### config.mk
export PLATFORM = sky130hd
export DESIGN_NAME = mont_domain_convert
export DESIGN_NICKNAME = d
export VERILOG_FILES = /design/src/rtl/mont_domain_convert.sv
export SDC_FILE = /design/constraint.sdc
export NUM_CORES = 1
export LEC_CHECK = 0
export CORE_MARGIN = 1.5
export CORE_UTILIZATION = 48
export CTS_CLUSTER_DIAMETER = 120
export DETAILED_ROUTE_END_ITERATION = 16
export PLACE_DENSITY = 0.69
export SKIP_CTS_REPAIR_TIMING = 1
export SYNTH_ARGS = -nofsm -noshare
export SYNTH_HDL_FRONTEND = slang
export SYNTH_SLANG_ARGS = --single-unit
export TNS_END_PERCENT = 50
### constraint.sdc
create_clock -name clk -period 5.22 [get_ports clk]
set_input_delay 1.566 -clock clk [delete_from_list [all_inputs] [get_ports clk]]
set_output_delay 1.566 -clock clk [all_outputs]
set_load 0.05 [all_outputs]
### src/rtl/mont_domain_convert.sv
// Converts an ECC point (Px, Py) into or out of the Montgomery domain, R = 2^RBITS,
// using one modular doubling (to) or halving (from) per clock on both coordinates.
module mont_domain_convert #(
    parameter int WIDTH = 32,
    parameter int RBITS = WIDTH
) (
    input  logic             clk,
    input  logic             reset,
    input  logic             in_valid,
    output logic             in_ready,
    input  logic             to_mont,
    input  logic [WIDTH-1:0] px_i,
    input  logic [WIDTH-1:0] py_i,
    input  logic [WIDTH-1:0] prime,
    output logic [WIDTH-1:0] px_out,
    output logic [WIDTH-1:0] py_out,
    output logic             out_valid,
    input  logic             out_ready,
    output logic             err,
    output logic             busy
);

    localparam int CW = $clog2(RBITS + 1);

    typedef enum logic [1:0] {
        IDLE,
        ITER,
        DONE
    } state_t;

    state_t                     state_reg, state_next;
    logic [CW-1:0]              cnt_reg, cnt_next;
    logic                       mode_reg, mode_next;
    logic [WIDTH-1:0]           p_reg, p_next;
    logic [1:0][WIDTH-1:0]      work_reg, work_next;
    logic [WIDTH-1:0]           px_out_reg, px_out_next;
    logic [WIDTH-1:0]           py_out_reg, py_out_next;
    logic                       err_reg, err_next;

    logic [1:0][WIDTH-1:0]      op_in;
    logic [1:0][WIDTH-1:0]      op_load;
    logic [1:0][WIDTH-1:0]      op_step;
    logic [1:0]                 op_big;
    logic [WIDTH:0]             two_p;
    logic                       last_iter;

    assign op_in[0]  = px_i;
    assign op_in[1]  = py_i;
    assign two_p     = {prime, 1'b0};
    assign last_iter = (cnt_reg == CW'(RBITS - 1));

    // Per-coordinate datapath: input reduction, range check and one iteration step.
    // Since work < p, doubling stays below 2p so one subtraction reduces it fully.
    generate
        for (genvar gi = 0; gi < 2; gi++) begin : g_lane
            logic [WIDTH:0] dbl;
            logic [WIDTH:0] p_ext;

            assign dbl   = {work_reg[gi], 1'b0};
            assign p_ext = {1'b0, p_reg};

            assign op_big[gi]  = ({1'b0, op_in[gi]} >= two_p);
            assign op_load[gi] = (op_in[gi] >= prime) ? (op_in[gi] - prime) : op_in[gi];

            assign op_step[gi] = mode_reg
                ? ((dbl >= p_ext) ? WIDTH'(dbl - p_ext) : dbl[WIDTH-1:0])
                : (work_reg[gi][0] ? WIDTH'(({1'b0, work_reg[gi]} + p_ext) >> 1)
                                   : {1'b0, work_reg[gi][WIDTH-1:1]});
        end
    endgenerate

    always_comb begin
        state_next  = state_reg;
        cnt_next    = cnt_reg;
        mode_next   = mode_reg;
        p_next      = p_reg;
        work_next   = work_reg;
        px_out_next = px_out_reg;
        py_out_next = py_out_reg;
        err_next    = err_reg;

        case (state_reg)
            IDLE: begin
                if (in_valid) begin
                    mode_next = to_mont;
                    p_next    = prime;
                    cnt_next  = '0;
                    work_next = op_load;
                    // An even (or zero) modulus has no inverse of 2; flag it with bad operands.
                    if (!prime[0] || (op_big != 2'b00)) begin
                        state_next  = DONE;
                        px_out_next = '0;
                        py_out_next = '0;
                        err_next    = 1'b1;
                    end else begin
                        state_next = ITER;
                        err_next   = 1'b0;
                    end
                end
            end
            ITER: begin
                work_next = op_step;
                cnt_next  = cnt_reg + CW'(1);
                if (last_iter) begin
                    state_next  = DONE;
                    px_out_next = op_step[0];
                    py_out_next = op_step[1];
                end
            end
            DONE: begin
                if (out_ready) begin
                    state_next = IDLE;
                    err_next   = 1'b0;
                end
            end
            default: state_next = IDLE;
        endcase
    end

    always_ff @(posedge clk) begin
        if (reset) begin
            state_reg  <= IDLE;
            cnt_reg    <= '0;
            mode_reg   <= 1'b0;
            p_reg      <= '0;
            work_reg   <= '0;
            px_out_reg <= '0;
            py_out_reg <= '0;
            err_reg    <= 1'b0;
        end else begin
            state_reg  <= state_next;
            cnt_reg    <= cnt_next;
            mode_reg   <= mode_next;
            p_reg      <= p_next;
            work_reg   <= work_next;
            px_out_reg <= px_out_next;
            py_out_reg <= py_out_next;
            err_reg    <= err_next;
        end
    end

    // All handshake outputs come straight from registers.
    assign in_ready  = (state_reg == IDLE);
    assign out_valid = (state_reg == DONE);
    assign busy      = (state_reg != IDLE);
    assign px_out    = px_out_reg;
    assign py_out    = py_out_reg;
    assign err       = err_reg;

endmodule
# After elaboration in Yosys (flattened, before gate mapping)

Cells that the tools add are included.

Register bits: 170
Output and inout bits: 68
Input port bits: 101
Word-level logic and storage cells: 68

Order comparisons: 6
Reduce and logical (&&, ||, !) cells: 12
Equality and inequality tests: 7
$add $sub $neg: 7
Multiplexer cells: 27

Operators with widths:

| operator              | number |
|---|---|
| $mux W32              | 12 |
| $pmux W32 S2          | 2 |
| $pmux W64 S2          | 1 |
| $sub A32 B32 Y32      | 4 |
| $add A32 B32 Y33      | 2 |
| $ge A32 B33 Y1        | 2 |
| $ge A33 B32 Y1        | 2 |
| $ge A32 B32 Y1        | 2 |
| $mux W64              | 1 |
| $pmux W6 S2           | 1 |
| $mux W2               | 4 |
| $reduce_bool A2 Y1    | 4 |
| $add A6 B1 Y6 const B | 1 |
| $eq A6 B5 Y1 const B  | 1 |
| $mux W6               | 1 |
| $pmux W2 S3           | 1 |
| $reduce_and A3 Y1     | 2 |
| $ne A2 B1 Y1 const B  | 2 |
| $ne A2 B2 Y1 const B  | 2 |
| $reduce_and A2 Y1     | 2 |
| $reduce_and A4 Y1     | 1 |
| $mux W1               | 3 |
| $eq A2 B1 Y1 const B  | 1 |
| $eq A2 B2 Y1 const B  | 1 |
| 4 further kinds       | 4 |

# Longest topological paths before layout

Depth in word-level cells: 6
Depth in mapped cells: 15
Mapped depth without buffers: 13

# Worst setup path before layout

OpenSTA, ideal clock, no wires.

Path kind: input -> register
Start point: input prime[5]
End point: register work_reg, in the netlist g_lane[1].dbl[13]
Slack: 0.830 ns
Setup time: 0.128 ns
Arrival time: 4.263 ns
Stages on the path: 14
Required time: 5.092 ns
Cell sequence: inv_1 > ha_1 > and2_4 > a221o_1 > a21o_1 > o31a_1 > a31oi_2 > o21ai_2 > o21a_1 > buf_6 > buf_6 > mux2_4 > a221oi_2 > nor2_1

Cells in the longest elaborated chain, start to end: 4
Elaborated cells on any way between the ends: 5
Those cells by class: 1 x add/sub; 1 x order compare; 3 x mux

RTL lines:

| element                                                   | RTL line | source |
|---|---|---|
| start: declaration                                        | 14       | `input logic [WIDTH-1:0] prime,` |
| $sub A32 B32 Y32 / $ge A32 B32 Y1 (equally long branches) | 63       | `assign op_load[gi] = (op_in[gi] >= prime) ? (op_in[gi] - prime) : op_in[gi];` |
| $mux W32 (*)                                              | 63       |  |
| $mux W64 (*)                                              | 84       | `if (in_valid) begin` |
| $pmux W64 S2 (*)                                          | 82       | `case (state_reg)` |
| end signal: assignment                                    | 135      | `work_reg <= work_next;` |
| end: declaration                                          | 35       | `logic [1:0][WIDTH-1:0] work_reg, work_next;` |

Every way passes the cells marked *; elsewhere a longest branch is shown, timed or not. The select of a mux whose other input is x is not followed.
A chain may end at the register's enable or synchronous reset.

# Worst setup path after layout

Start point: input prime[29]
End point: register px_out_reg[22], in the netlist px_out[22]

Cells in the longest elaborated chain, start to end: 5
Elaborated cells on any way between the ends: 6
Those cells by class: 2 x order compare; 1 x eq/ne; 3 x reduce/logical

RTL lines:

| element                                | RTL line | source |
|---|---|---|
| $ge A32 B33 Y1                         | 62       | `assign op_big[gi] = ({1'b0, op_in[gi]} >= two_p);` |
| $reduce_bool A2 Y1 (*)                 | 90       | `if (!prime[0] \|\| (op_big != 2'b00)) begin` |
| $logic_or A1 B1 Y1 (*)                 | 90       |  |
| $ne A2 B1 Y1 (no source line) (*)      | n/a      |  |
| $reduce_and A4 Y1 (no source line) (*) | n/a      |  |
| end signal: assignment                 | 136      | `px_out_reg <= px_out_next;` |
| end: declaration                       | 36       | `logic [WIDTH-1:0] px_out_reg, px_out_next;` |

Every way passes the cells marked *; elsewhere a longest branch is shown, timed or not.

==> summary.log <==
[yosys] Synth area leaders sky130_fd_sc_hd__dfxtp_1 (17%), sky130_fd_sc_hd__ha_1 (16%), sky130_fd_sc_hd__a21oi_1 (7.0%), sky130_fd_sc_hd__nand2_1 (5.8%), sky130_fd_sc_hd__xnor2_1 (4.1%)
[setup_path] CP cell instances clkdlybuf4s50_1 -> inv_1 -> ha_1 -> nand4b_1 -> or4_1 -> or4_1 -> o22ai_1 -> nor4_1 -> o2111ai_1 -> and2_1 -> buf_4 -> nor2_2 -> nor2_1 -> a22o_1
[yosys] cell type with the highest aggregate area in the netlist sky130_fd_sc_hd__dfxtp_1
[yosys] Primary FF master, synth sky130_fd_sc_hd__dfxtp_1
[clock_tree] CTS Sinks 170
[drt] routed wire length 83,600 microns
[grt] first-pass GRT wire length 123,000 microns
[clock_tree] clock tree from TritonCTS yes
[sta] Worst Tran Pin Value 964 ps
[clock_tree] clock-pin slew reported for the worst setup and hold paths after clock tree synthesis 70 ps
[setup_path] slowest cell delay on critical path 670 ps
[setup_path] path type of the worst setup path in -> reg
[layout] max reg flops 64
[drt] remaining antenna violation count 0
[sta] setup violators final 0
[sta] fmax 198 MHz
[setup_path] Worst path slowest cell sky130_fd_sc_hd__nor2_1
[grt] number of global-route vias before repair 20,541
[setup_path] startpoint of the most critical register-to-register path p_reg[30]
[grt] largest net degree at the start of global routing 85
[clock_tree] master cell of the clock root buffer sky130_fd_sc_hd__clkbuf_16
[pwr] leakage power 10.1 nW
[yosys] fraction of registers with async set or reset after synthesis 0%
[sta] period utilisation layout 96.9%
[yosys] Netlist Area Pre-Place 20,200 sq um
[sta] sum of negative setup slack 0 ps
[placement] weighted congestion at the end of routability-driven global placement 1.03
[die] std cell rows 74
[sta] fin. max-slew vios 0
[die] area of the die 43,200 sq um
[setup_path] capturing point of the worst reg2reg path px_out[5]
[sta] Rel. slew slack 35.3%
[grt] Global Route Usage Sum 37.1%
[flow_run] # Max-Cap Violations 0
[setup_path] element type at the critical path end flip-flop
[yosys] ranking of synthesized cells by instance count sky130_fd_sc_hd__nand2_1 (312), sky130_fd_sc_hd__a21oi_1 (283), sky130_fd_sc_hd__ha_1 (253)
[yosys] net count after synthesis 3,042
[pwr] worst vdd ir 0.147 mV
[yosys] post-synthesis cell type count 90
[setup_path] dominant cell type by count on the critical path sky130_fd_sc_hd__or4_1
[layout] final-stage net count 3,225
[yosys] number of warning messages in the yosys log 0
[outcome] result of the run completed
[worst_hold_path] hold_sp px_out[0]
[drt] Vias 22,477
[clock_tree] clock buffer depth 2
[yosys] average cell area after synthesis 7.52 sq um
[placement] DP HPWL 68,800 microns
[yosys] number of cells produced by synthesis 2,682
[setup_path] maximum net fanout on the critical path 13
[setup_path] Stages on worst setup path 14
[sta] unrepaired setup endpoints after global routing no
[setup_path] critical path required time 5600 ps
[yosys] most instantiated library cell after synthesis sky130_fd_sc_hd__nand2_1
[yosys] area share of the leading cell type in the synthesized netlist 16.9%
[layout] antenna fix cells 0
[die] die height 208 microns
[die] core region area 41,100 sq um
[grt] global route total overflow 0
[sta] setup ws final 159 ps
[layout] layout cells sized above 1 8.34%
[yosys] EDFF count, synth 0
[setup_path] critical path endpoint px_out[22]
[pwr] power density of the placed cells 289 nW/um^2
[drt] first-iteration detailed-routing DRC count 2,842
[drt] detailed-routing iteration count for the pre-antenna-repair pass 8
[setup_path] startpoint type of the worst setup path input pin
[setup_path] reg-to-reg setup timing slack 480 ps
[setup_path] number of buffer and inverter stages on the critical path 3
[worst_hold_path] Hold WC Path Type reg -> reg
[drt] DRC violations left 0
[layout] growth of design area from synthesis to finish 17.1%
[die] effective utilization at floorplan 49.0%
[grt] antenna violations before repair 0
[clock_tree] total clock buffers created by CTS 17
[die] io pins 169
[yosys] flops & latches, synth 170
[clock_tree] Clock Latency Late Sink 440 ps
[placement] pre-CTS setup slack -240 ps
[drt] Routed WL per cell 24.5 microns
[sta] Worst Clk Skew 12.1 ps
[setup_path] number of cells on the worst reg-to-reg path 13
[yosys] post-synthesis sequential area ratio 16.9%
[setup_path] kind of cell adding the most delay to the critical path simple AND/OR/NAND/NOR gates
[setup_path] arrival time reported for the critical path endpoint 5440 ps
[drt] ratio of routed vias to standard cells 6.59
[die] die boundary width 208 microns
[clock_tree] CTS HTree Levels 4
[sta] Hold Fails Final Rpt 0
[setup_path] beginning of the critical path prime[29]
[placement] IO buf count 168
[sta] final worst path period need 5060 ps
## through the flow
step / cells / hold WS [ps] / instance area [sq um] / util [%] / power, W
after floorplan: 2682 / 465 / 20200 / - / 0.00421
after global placement: 3378 / 448 / 23000 / 55.9 / 0.00534
after detailed placement: 3378 / 454 / 23000 / 55.9 / 0.00539
after CTS: 3410 / 467 / 23600 / 57.4 / 0.00670
after global routing: 3410 / 485 / 23600 / 57.4 / 0.00717
final: 3410 / 471 / 23600 / 57.4 / 0.00683
## logic make-up (layout without fill, tap and decap cells)
group	after synthesis	after routing	share of synthesized area (%)
compound gates	975	975	32.7
xor+xnor	143	143	6.21
fa+ha+maj	259	259	16.3
buf+inv	234	430	4.67
flops	170	170	16.9
mux	80	80	4.21
simple gates	821	821	19.1
## power breakdown
| group | leakage, nW | internal, W | total (W) | switching (W) |
|---|---|---|---|---|
| logic | 8.39 | 0.00156 | 0.00390 | 0.00235 |
| clock network | 0.299 | 0.000745 | 0.00132 | 0.000577 |
| registers | 1.39 | 0.00140 | 0.00160 | 0.000201 |
| total | 10.1 | 0.00370 | 0.00683 | 0.00313 |
## layout make-up
cell class                      count  area (sq um)
Sequential cell                   170          3400
Tap cell                          532           666
Timing Repair Buffer              287          2660
Fill cell                        3929         17500
Multi-Input combinational cell   2278         15800
Clock inverter                     13           156
Clock buffer                       19           453
Inverter                          111           417
## metal layers
metal,vias up,track usage [%],part of all wire (%)
li1,10428,-,-
met1,10695,54.4,45
met2,1243,55.4,42
met3,111,5.93,11
met4,0,10.6,2.7
met5,-,0,0
## cell usage in the layout, fill, tap and decap left out, types with 28 or more instances in the layout
| cell type | n |
|---|---|
| sky130_fd_sc_hd__a211oi_1 | 62 |
| sky130_fd_sc_hd__a21o_1 | 103 |
| sky130_fd_sc_hd__a21oi_1 | 283 |
| sky130_fd_sc_hd__a22oi_1 | 29 |
| sky130_fd_sc_hd__a31oi_1 | 47 |
| sky130_fd_sc_hd__and3_1 | 35 |
| sky130_fd_sc_hd__buf_4 | 113 |
| sky130_fd_sc_hd__clkdlybuf4s50_1 | 167 |
| sky130_fd_sc_hd__dfxtp_1 | 169 |
| sky130_fd_sc_hd__ha_1 | 253 |
| sky130_fd_sc_hd__inv_1 | 109 |
| sky130_fd_sc_hd__mux2_2 | 35 |
| sky130_fd_sc_hd__mux2i_1 | 44 |
| sky130_fd_sc_hd__nand2_1 | 311 |
| sky130_fd_sc_hd__nand2b_1 | 28 |
| sky130_fd_sc_hd__nand3_1 | 61 |
| sky130_fd_sc_hd__nand4_1 | 37 |
| sky130_fd_sc_hd__nor2_1 | 176 |
| sky130_fd_sc_hd__nor2b_1 | 37 |
| sky130_fd_sc_hd__nor3_1 | 41 |
| sky130_fd_sc_hd__o21a_1 | 38 |
| sky130_fd_sc_hd__o21ai_0 | 132 |
| sky130_fd_sc_hd__xnor2_1 | 94 |
| sky130_fd_sc_hd__xor2_1 | 49 |
## how the worst min path moves through the flow
stage | end | slack [ps] | cells after the start
after floorplan | cnt_reg[1] | 470 | 2
after global placement | px_out[5] | 450 | 2
after detailed placement | py_out[4] | 450 | 2
after CTS | px_out[0] | 470 | 2
after global routing | px_out[0] | 490 | 2
final | px_out[0] | 470 | 2
## worst register-to-register path, stage by stage (launching register included)
cell                       delay [ps]
sky130_fd_sc_hd__dfxtp_1          510
sky130_fd_sc_hd__inv_1            160
sky130_fd_sc_hd__ha_1             420
sky130_fd_sc_hd__a21oi_1          370
sky130_fd_sc_hd__o211ai_1         220
sky130_fd_sc_hd__a41oi_1          250
sky130_fd_sc_hd__o21ai_0          180
sky130_fd_sc_hd__a311o_1          420
sky130_fd_sc_hd__a41oi_4          640
sky130_fd_sc_hd__buf_4            370
sky130_fd_sc_hd__mux2i_1          110
sky130_fd_sc_hd__a211oi_1         830
sky130_fd_sc_hd__nand2_1           90
sky130_fd_sc_hd__o21ai_0          100
Power figures use the tool's default switching activity.
